$ cat config.mk
export PLATFORM = sky130hd
export DESIGN_NAME = johnson_phase_decoder
export DESIGN_NICKNAME = d
export VERILOG_FILES = /design/src/rtl/johnson_phase_decoder.sv
export SDC_FILE = /design/constraint.sdc
export NUM_CORES = 1
export LEC_CHECK = 0
export CAP_MARGIN = 0
export CORE_MARGIN = 10
export CORE_UTILIZATION = 50
export DETAILED_ROUTE_END_ITERATION = 10
export PLACE_DENSITY = 0.81
export SLEW_MARGIN = 20
export SYNTH_ARGS = -nofsm -noshare
export SYNTH_HDL_FRONTEND = slang
export SYNTH_SLANG_ARGS = --single-unit
$ cat constraint.sdc
create_clock -name clk -period 3.4 [get_ports clk]
set_input_delay 0.68 -clock clk [delete_from_list [all_inputs] [get_ports clk]]
set_output_delay 0.68 -clock clk [all_outputs]
set_load 0.01 [all_outputs]
$ cat src/rtl/johnson_phase_decoder.sv
// johnson_phase_decoder: samples a fill-from-LSB Johnson code each enabled clock.
// It decodes the code to a one-hot phase and a binary phase index, checks that
// each code is legal and follows its predecessor, runs an UNLOCK/ACQUIRE/LOCKED
// state machine, and counts completed Johnson cycles while locked.
// Optional feature: define JPD_ERR_COUNT_EN to build a saturating 8-bit
// error-event counter. Without it, err_count is tied to 0.
// Ports:
//   clk          rising-edge clock
//   reset        asynchronous active-low reset
//   en           sample enable; all state holds when low
//   count_in     WIDTH-bit Johnson code from the counter
//   clr_err      synchronous clear of the sticky error flags
//   phase_onehot one-hot phase, zero on an illegal sample
//   phase_idx    binary phase index, holds on an illegal sample
//   locked       high while in LOCKED
//   cycle_count  completed cycles counted while locked, wraps
//   cycle_pulse  one-cycle strobe per counted cycle
//   err_illegal  sticky illegal-code flag
//   err_seq      sticky out-of-sequence flag
//   err_count    saturating error-event count
module johnson_phase_decoder #(
  parameter int unsigned WIDTH  = 4,
  parameter int unsigned LOCK_N = 2,
  parameter int unsigned CYC_W  = 8
) (
  input  logic                          clk,
  input  logic                          reset,
  input  logic                          en,
  input  logic [WIDTH-1:0]              count_in,
  input  logic                          clr_err,
  output logic [2*WIDTH-1:0]            phase_onehot,
  output logic [$clog2(2*WIDTH)-1:0]    phase_idx,
  output logic                          locked,
  output logic [CYC_W-1:0]              cycle_count,
  output logic                          cycle_pulse,
  output logic                          err_illegal,
  output logic                          err_seq,
  output logic [7:0]                    err_count
);

  localparam int unsigned N     = 2 * WIDTH;
  localparam int unsigned IDX_W = $clog2(N);
  localparam int unsigned ACQ_W = $clog2(LOCK_N + 1);

  typedef enum logic [1:0] {
    ST_UNLOCK  = 2'd0,
    ST_ACQUIRE = 2'd1,
    ST_LOCKED  = 2'd2
  } state_e;

  state_e             state_q, state_d;
  logic [ACQ_W-1:0]   acq_q, acq_d;
  logic [N-1:0]       onehot_q, onehot_d;
  logic [IDX_W-1:0]   idx_q, idx_d;
  logic               locked_q, locked_d;
  logic [CYC_W-1:0]   cyc_cnt_q, cyc_cnt_d;
  logic               pulse_q, pulse_d;
  logic               err_ill_q, err_ill_d;
  logic               err_seq_q, err_seq_d;

  logic               legal_c;
  logic [IDX_W-1:0]   idx_c;
  logic [IDX_W-1:0]   succ_idx_c;
  logic               is_succ_c;
  logic               ill_evt_c;
  logic               seq_evt_c;
  logic               wrap_c;

  // Legal code for phase k: k LSBs set up to WIDTH, then LSBs clear from the bottom.
  function automatic logic [WIDTH-1:0] jcode(input int unsigned k);
    logic [WIDTH-1:0] c;
    c = '0;
    for (int unsigned b = 0; b < WIDTH; b++) begin
      if (k <= WIDTH) c[b] = (b < k);
      else            c[b] = (b >= (k - WIDTH));
    end
    return c;
  endfunction

  // Decode the sample to a phase index.
  always_comb begin
    legal_c = 1'b0;
    idx_c   = '0;
    for (int unsigned k = 0; k < N; k++) begin
      if (count_in == jcode(k)) begin
        legal_c = 1'b1;
        idx_c   = IDX_W'(k);
      end
    end
  end

  // idx_q always holds the last legal index, so it serves as the predecessor.
  assign succ_idx_c = (idx_q == IDX_W'(N - 1)) ? '0 : IDX_W'(idx_q + 1'b1);
  assign is_succ_c  = legal_c && (idx_c == succ_idx_c);
  assign wrap_c     = is_succ_c && (idx_q == IDX_W'(N - 1));

  // Next-state and output logic.
  always_comb begin
    state_d   = state_q;
    acq_d     = acq_q;
    onehot_d  = onehot_q;
    idx_d     = idx_q;
    cyc_cnt_d = cyc_cnt_q;
    pulse_d   = 1'b0;
    ill_evt_c = 1'b0;
    seq_evt_c = 1'b0;
    err_ill_d = err_ill_q;
    err_seq_d = err_seq_q;

    if (en) begin
      if (legal_c) begin
        idx_d    = idx_c;
        onehot_d = N'(1) << idx_c;
      end else begin
        onehot_d = '0;
      end

      unique case (state_q)
        ST_UNLOCK: begin
          if (legal_c) begin
            state_d = ST_ACQUIRE;
            acq_d   = '0;
          end else begin
            ill_evt_c = 1'b1;
          end
        end
        ST_ACQUIRE: begin
          if (!legal_c) begin
            state_d   = ST_UNLOCK;
            acq_d     = '0;
            ill_evt_c = 1'b1;
          end else if (is_succ_c) begin
            acq_d = ACQ_W'(acq_q + 1'b1);
            if (ACQ_W'(acq_q + 1'b1) == ACQ_W'(LOCK_N)) state_d = ST_LOCKED;
          end else begin
            acq_d     = '0;
            seq_evt_c = 1'b1;
          end
        end
        ST_LOCKED: begin
          if (!legal_c) begin
            state_d   = ST_UNLOCK;
            acq_d     = '0;
            ill_evt_c = 1'b1;
          end else if (is_succ_c) begin
            if (wrap_c) begin
              cyc_cnt_d = CYC_W'(cyc_cnt_q + 1'b1);
              pulse_d   = 1'b1;
            end
          end else begin
            state_d   = ST_ACQUIRE;
            acq_d     = '0;
            seq_evt_c = 1'b1;
          end
        end
        default: begin
          state_d = ST_UNLOCK;
          acq_d   = '0;
        end
      endcase

      // A fresh error wins over a simultaneous clear.
      err_ill_d = (err_ill_q & ~clr_err) | ill_evt_c;
      err_seq_d = (err_seq_q & ~clr_err) | seq_evt_c;
    end

    locked_d = (state_d == ST_LOCKED);
  end

  // State and output registers.
  always_ff @(posedge clk or negedge reset) begin
    if (!reset) begin
      state_q   <= ST_UNLOCK;
      acq_q     <= '0;
      onehot_q  <= '0;
      idx_q     <= '0;
      locked_q  <= 1'b0;
      cyc_cnt_q <= '0;
      pulse_q   <= 1'b0;
      err_ill_q <= 1'b0;
      err_seq_q <= 1'b0;
    end else begin
      state_q   <= state_d;
      acq_q     <= acq_d;
      onehot_q  <= onehot_d;
      idx_q     <= idx_d;
      locked_q  <= locked_d;
      cyc_cnt_q <= cyc_cnt_d;
      pulse_q   <= pulse_d;
      err_ill_q <= err_ill_d;
      err_seq_q <= err_seq_d;
    end
  end

`ifdef JPD_ERR_COUNT_EN
  logic [7:0] err_cnt_q, err_cnt_d;

  // One increment per erroring edge, saturating; only reset clears it.
  always_comb begin
    err_cnt_d = err_cnt_q;
    if ((ill_evt_c || seq_evt_c) && (err_cnt_q != 8'hFF)) err_cnt_d = 8'(err_cnt_q + 1'b1);
  end

  always_ff @(posedge clk or negedge reset) begin
    if (!reset) err_cnt_q <= '0;
    else        err_cnt_q <= err_cnt_d;
  end

  assign err_count = err_cnt_q;
`else
  assign err_count = '0;
`endif

  assign phase_onehot = onehot_q;
  assign phase_idx    = idx_q;
  assign locked       = locked_q;
  assign cycle_count  = cyc_cnt_q;
  assign cycle_pulse  = pulse_q;
  assign err_illegal  = err_ill_q;
  assign err_seq      = err_seq_q;

endmodule

* Yosys cells after proc, flatten, opt, wreduce, memory -nomap -nowiden *
Index checks and enable logic that the tools add are counted.

cells by class
  eq/ne operators = 15
  reduce and logical (&&, ||, !) cells = 9
  bitwise gates (word level) = 5
  shift operators = 1
  add/sub/neg operators = 3
  multiplexer cells = 43

operator list
  cell                                                                   count
  2-bit two-way mux                                                      12
  1-bit two-way mux                                                      21
  3-bit two-way mux                                                      7
  4-bit equality test, second input constant                             4
  2-bit case mux with 3 select lines                                     2
  8-bit by 1-bit adder with 8-bit output, second input constant          1
  8-bit two-way mux                                                      1
  1-bit by 3-bit left shift with 8-bit output, first input constant      1
  2-bit equality test, second input constant                             3
  5-bit AND reduction                                                    1
  4-bit by 1-bit equality test with 1-bit output, second input constant  1
  4-bit by 2-bit equality test with 1-bit output, second input constant  1
  4-bit by 3-bit equality test with 1-bit output, second input constant  1
  4-bit logical NOT                                                      1
  3-bit by 1-bit adder with 3-bit output, second input constant          1
  3-bit equality test                                                    1
  3-bit equality test, second input constant                             1
  3-bit != test, second input constant                                   1
  3-bit AND reduction                                                    1
  3-bit OR reduction                                                     1
  2-bit by 1-bit adder with 2-bit output, second input constant          1
  1-bit AND                                                              2
  2-bit by 1-bit equality test with 1-bit output, second input constant  1
  1-bit logical AND                                                      2
  other kinds (6)                                                        7

word-level totals
  logic and storage cells = 85
  bits in registers = 27
  input bits = 8
  output and inout port bits = 31

* Logic depth before layout (Yosys ltp) *
  depth in word-level cells = 16
  mapped depth = 8
  mapped depth without buffers = 8

* Worst setup path after synthesis *
Ideal clock, no wire load.

  path type = register to register
  start = register idx_q[1], in the netlist phase_idx[1]
  end = register cyc_cnt_q[1], in the netlist cycle_count[1]
  arrival time = 2.301 ns
  slack = 0.972 ns
  buffers on the path = 0
  data required time = 3.272 ns
  cell stages (with the launch flop) = 8
  cells stage by stage = dfrtp_1 -> ha_1 -> ha_1 -> or3b_1 -> a21oi_2 -> o311ai_4 -> nor3_4 -> mux2_1

between the ends
  cells in the longest elaborated chain, start to end = 6

RTL lines
  item                                                                                  RTL line  text
  start, declared                                                                       54        logic [IDX_W-1:0] idx_q, idx_d;
  start signal, assigned                                                                186       idx_q <= idx_d;
  3-bit by 1-bit adder with 3-bit output / 3-bit equality test (equally long branches)  93, 95
  3-bit two-way mux                                                                     93        assign succ_idx_c = (idx_q == IDX_W'(N - 1)) ? '0 : IDX_W'(idx_q + 1'b1);
  3-bit equality test                                                                   94        assign is_succ_c = legal_c && (idx_c == succ_idx_c);
  1-bit logical AND                                                                     94
  1-bit logical AND                                                                     95        assign wrap_c = is_succ_c && (idx_q == IDX_W'(N - 1));
  5-bit AND reduction (no source line) *                                                --
  end signal, assigned                                                                  188       cyc_cnt_q <= cyc_cnt_d;
  end, declared                                                                         56        logic [CYC_W-1:0] cyc_cnt_q, cyc_cnt_d;

Every way passes the cells marked *; elsewhere a longest branch is shown, timed or not.
A chain may end at the register's enable or synchronous reset.

* Worst setup path after layout *
  start = input count_in[3]
  end = register locked_q, in the netlist locked

between the ends
  cells in the longest elaborated chain, start to end = 15

RTL lines
  item                                                                                        RTL line  text
  start, declared                                                                             29        input logic [WIDTH-1:0] count_in,
  4-bit by 1-bit equality test with 1-bit output / 4-bit logical NOT (equally long branches)  85        if (count_in == jcode(k)) begin
  1-bit two-way mux                                                                           85
  3-bit two-way mux / 1-bit two-way mux (equally long branches) (6 in series)                 85
  3-bit equality test / 1-bit two-way mux (equally long branches)                             94, 85
  1-bit logical AND                                                                           94
  2-bit two-way mux, on equally long branches                                                 145, 132
  2-bit two-way mux, on equally long branches                                                 141, 128
  2-bit case mux with 3 select lines *                                                        118       unique case (state_q)
  2-bit two-way mux *                                                                         110       if (en) begin
  named net state_d[1]                                                                        51        state_e state_q, state_d;
  2-bit equality test *                                                                       167       locked_d = (state_d == ST_LOCKED);
  named net locked_d                                                                          55        logic locked_q, locked_d;
  end signal, assigned                                                                        187       locked_q <= locked_d;
  end, declared                                                                               55

The timed path passes the listed nets; every way through them passes the cells marked *.

==> summary.txt <==
Run status
  – Status: complete, no violations

Global route
  – Pin count of the biggest net entering global routing: 28
  – Total GRT Usage: 11.8%
  – Antenna violations before repair: 0
  – Overflow after GRT: 0
  – First-pass GRT wire length: approximately 6200 µm
  – Vias in the first global route: approximately 1400

Setup path
  – CP max stage delay: a little under 0.8 ns
  – CP max FO: 15
  – CP Cell Sequence: clkdlybuf4s50_1 -> nand4b_1 -> o32ai_2 -> o311ai_4 -> o221ai_1 -> a31o_1 -> nor2b_1
  – Setup slack, reg-to-reg: slightly above 0.8 ns
  – Crit. End Element: flop
  – Critical path required time: roughly 3.6 ns
  – CP arrival: approximately 2.9 ns
  – Slowest-stage cell, CP: clkdlybuf4s50_1
  – Kind of critical path: input port to flop
  – Crit path launch type: input port

Synthesis
  – Async SR Flop Fraction: 100%
  – Largest family of logic cells by synthesized area: simple AND/OR/NAND/NOR gates
  – Post-synthesis sequential area ratio: 38.6%
  – Area share of fa/ha/maj cells after synthesis: around 5.7%
  – Synthesis-stage register bit count: 27
  – Synth Area in Simple Gates: around 19%
  – Number of flops mapped to enable cells by yosys: 0
  – XOR/XNOR Fraction of Synth Area: between 6 and 7%
  – Synth cell types: 48
  – Compound-Gate Fraction of Synth Area: 16.2%
  – Main synth FF type: dfrtp_1
  – Synthesis Warnings: 0
  – Cell count after synthesis: ~180
  – Syn avg cell area: 9.56 µm²
  – Netlist Area Pre-Place: between 0.0015 and 0.002 mm²
  – Post-synthesis mux area share: under 10%

Final layout
  – Post-route cell area: about 0.0021 mm²
  – Share of cells above drive strength 1: about a tenth
  – Final nets: 230
  – Non-filler cells in the finished layout: between 200 and 300
  – ANT cells: 0
  – Area Growth Syn to Fin: 20.0%

Pwr
  – Flop pwr share: between 40% and 50%
  – Logic pwr share: roughly 43%
  – Sw power: around 340 µW
  – Power Dens Cells: between 400 and 500 mW/mm²
  – Clk pwr share: 14.6%
  – Lkg Pwr: 0.922 nW
  – Sw Share: a little under two fifths
  – Pint: approximately 580 µW
  – VDD IR max: 0.000238 V

Clock network
  – CTS resizes: 0
  – Clock transition at path regs: 0.13 ns
  – H-tree Lvls: 1
  – Clk_lat worst skew: around 0.32 ns
  – Clock Tree Root: clkbuf_4
  – Hold_buf cts: 0
  – Longest Clk Path Bufs: 2
  – TritonCTS clock tree: built
  – Total CTS buffers: 3
  – Post-CTS setup buffers: 0
  – Clk sinks: 27

STA
  – Min Clock Period, post-route: about 2.6 ns
  – Setup Skew: approximately 0.005 ns
  – Final setup viols: 0
  – Hold Vio Cnt, Final: 0
  – Tightest Pin Transition: around 0.52 ns
  – Max-Slew Margin vs Limit: between 60% and 70%
  – TNS Setup: 0 ns
  – RSZ-0062 raised after global routing: no
  – Max Clock Freq: roughly 0.38 GHz
  – Slew Limit Fails: 0
  – Fin crit share: between 70 and 80%

Die
  – Die area: approximately 0.0063 mm²
  – Die Height: around 80 µm
  – Die Wd: ~79 µm
  – Core area: about 0.0034 mm²
  – FP Rows: 21
  – Io pins: 39
  – Initial core utilization: between 50% and 60%

Placement
  – DP Cell Count: 255
  – I/O Buffers: 30
  – GPL Wtd Cong: about 0.84
  – HPWL Detailed: 2840 µm
  – DP Area: 0.00207 mm²

Route
  – DR WL/cell: 13.9 µm
  – DR vias: 1377
  – DRC viols: 0
  – Drt first-iter violations: between 80 and 90
  – Vias per inst: 5.32
  – Drt first pass iters: 4
  – Post-DRT Antenna Nets: 0
  – Final Routed Wirelength: about 3600 µm

Flow run
  – Max Cap Viol: 0

Worst hold path
  – Hold Path Class: flop to flop
-- critical path: cells and delay by family --
kind            cells  cell delay [ns]
compound gates      4             1.07
buf+inv             1             0.79
simple gates        2             0.32
-- per-stage QoR --
step                hold WS, ns  total power, mW  util, %  worst slack, ns
finish                    0.487            0.917     62.4            0.750
global route              0.505            0.985     62.4            0.633
CTS                       0.492            0.920     62.4            0.745
detailed placement        0.473            0.786     61.6            0.395
global placement          0.466            0.779     61.6            0.430
floorplan                 0.384            0.668        -            0.972
-- layer usage --
metal,part of all wire [%],track usage (%),up-vias
met4,0.50,2.15,0
li1,-,-,689
met1,42,13.6,645
met5,0,0,-
met2,50,20.1,41
met3,7.4,4.73,2
-- power groups by stage --
stage / combinational, mW / sequential [mW] / clock, mW
floorplan: 0.270 / 0.399 / 0
global placement: 0.385 / 0.393 / 0
CTS: 0.395 / 0.387 / 0.138
detailed placement: 0.392 / 0.394 / 0
finish: 0.395 / 0.387 / 0.134
global route: 0.440 / 0.392 / 0.153
-- path summary, 6_finish.rpt --
path	startpoint	to	cells after the start
max in group asynchronous	reset	cycle_count[6]	2
min in group asynchronous	reset	cycle_count[3]	2
worst min-delay path	cycle_count[7]	cycle_count[7]	1
worst min register to register	cycle_count[7]	cycle_count[7]	1
worst max register to register	phase_idx[1]	cycle_count[1]	7
worst max-delay path	count_in[3]	locked	7
-- final cells by class --
class	instances	area (µm²)
clock buffers	3	22.5
clock inverters	1	5.00
fillers	300	1260
inverters	13	48.8
multi-input cells	132	936
flip-flops and latches	27	676
well taps	46	57.6
repair buffers	37	353
-- synth_stat cells, types with 2 or more instances --
master | instances | area share (%)
a21oi_1 | 8 | 2.3
a22o_1 | 2 | 1.0
buf_2 | 2 | 0.57
buf_4 | 10 | 4.3
clkbuf_1 | 5 | 1.1
dfrtp_1 | 27 | 39
ha_1 | 8 | 5.7
inv_1 | 13 | 2.8
mux2_2 | 2 | 1.3
mux2i_1 | 2 | 1.1
nand2_1 | 17 | 3.6
nand3_1 | 5 | 1.4
nand4_1 | 7 | 2.5
nand4b_1 | 5 | 2.5
nor2_1 | 13 | 2.8
nor3b_1 | 3 | 1.3
o21ai_0 | 11 | 3.1
o22ai_1 | 2 | 0.72
o41ai_1 | 2 | 1.0
xnor2_1 | 8 | 4.0
xor2_1 | 4 | 2.0
-- state kept, by name, summed over array words and instances, names as in the netlist --
| signal | flops |
|---|---|
| acq_q | 2 |
| cycle_count | 8 |
| cycle_pulse | 1 |
| err_illegal | 1 |
| err_seq | 1 |
| locked | 1 |
| phase_idx | 3 |
| phase_onehot | 8 |
| state_q | 2 |
-- placed cells by master, fill, tap and decap left out, types with 2 or more instances in the layout --
master and n:
o22ai_1 2, xor2_1 4, mux2i_1 2, o21ai_0 11
nand3_1 5, nand2_1 17, clkdlybuf4s50_1 30, buf_4 7
nand4_1 7, clkbuf_4 3, nor3b_1 3, o41ai_1 2
a22o_1 2, inv_1 13, nor2_1 13, mux2_2 2
ha_1 8, nand4b_1 5, xnor2_1 8, conb_1 8
dfrtp_1 27, a21oi_1 8
-- cell families after synthesis --
| family | after synthesis |
|---|---|
| adder cells (fa/ha/maj) | 8 |
| AO/OA/AOI/OAI | 39 |
| XOR/XNOR | 12 |
| flip-flops | 27 |
| AND/OR/NAND/NOR | 58 |
| multiplexers | 7 |
| buffers and inverters | 31 |
| other | 1 |
Note: power is estimated with default switching activity, not from simulation.
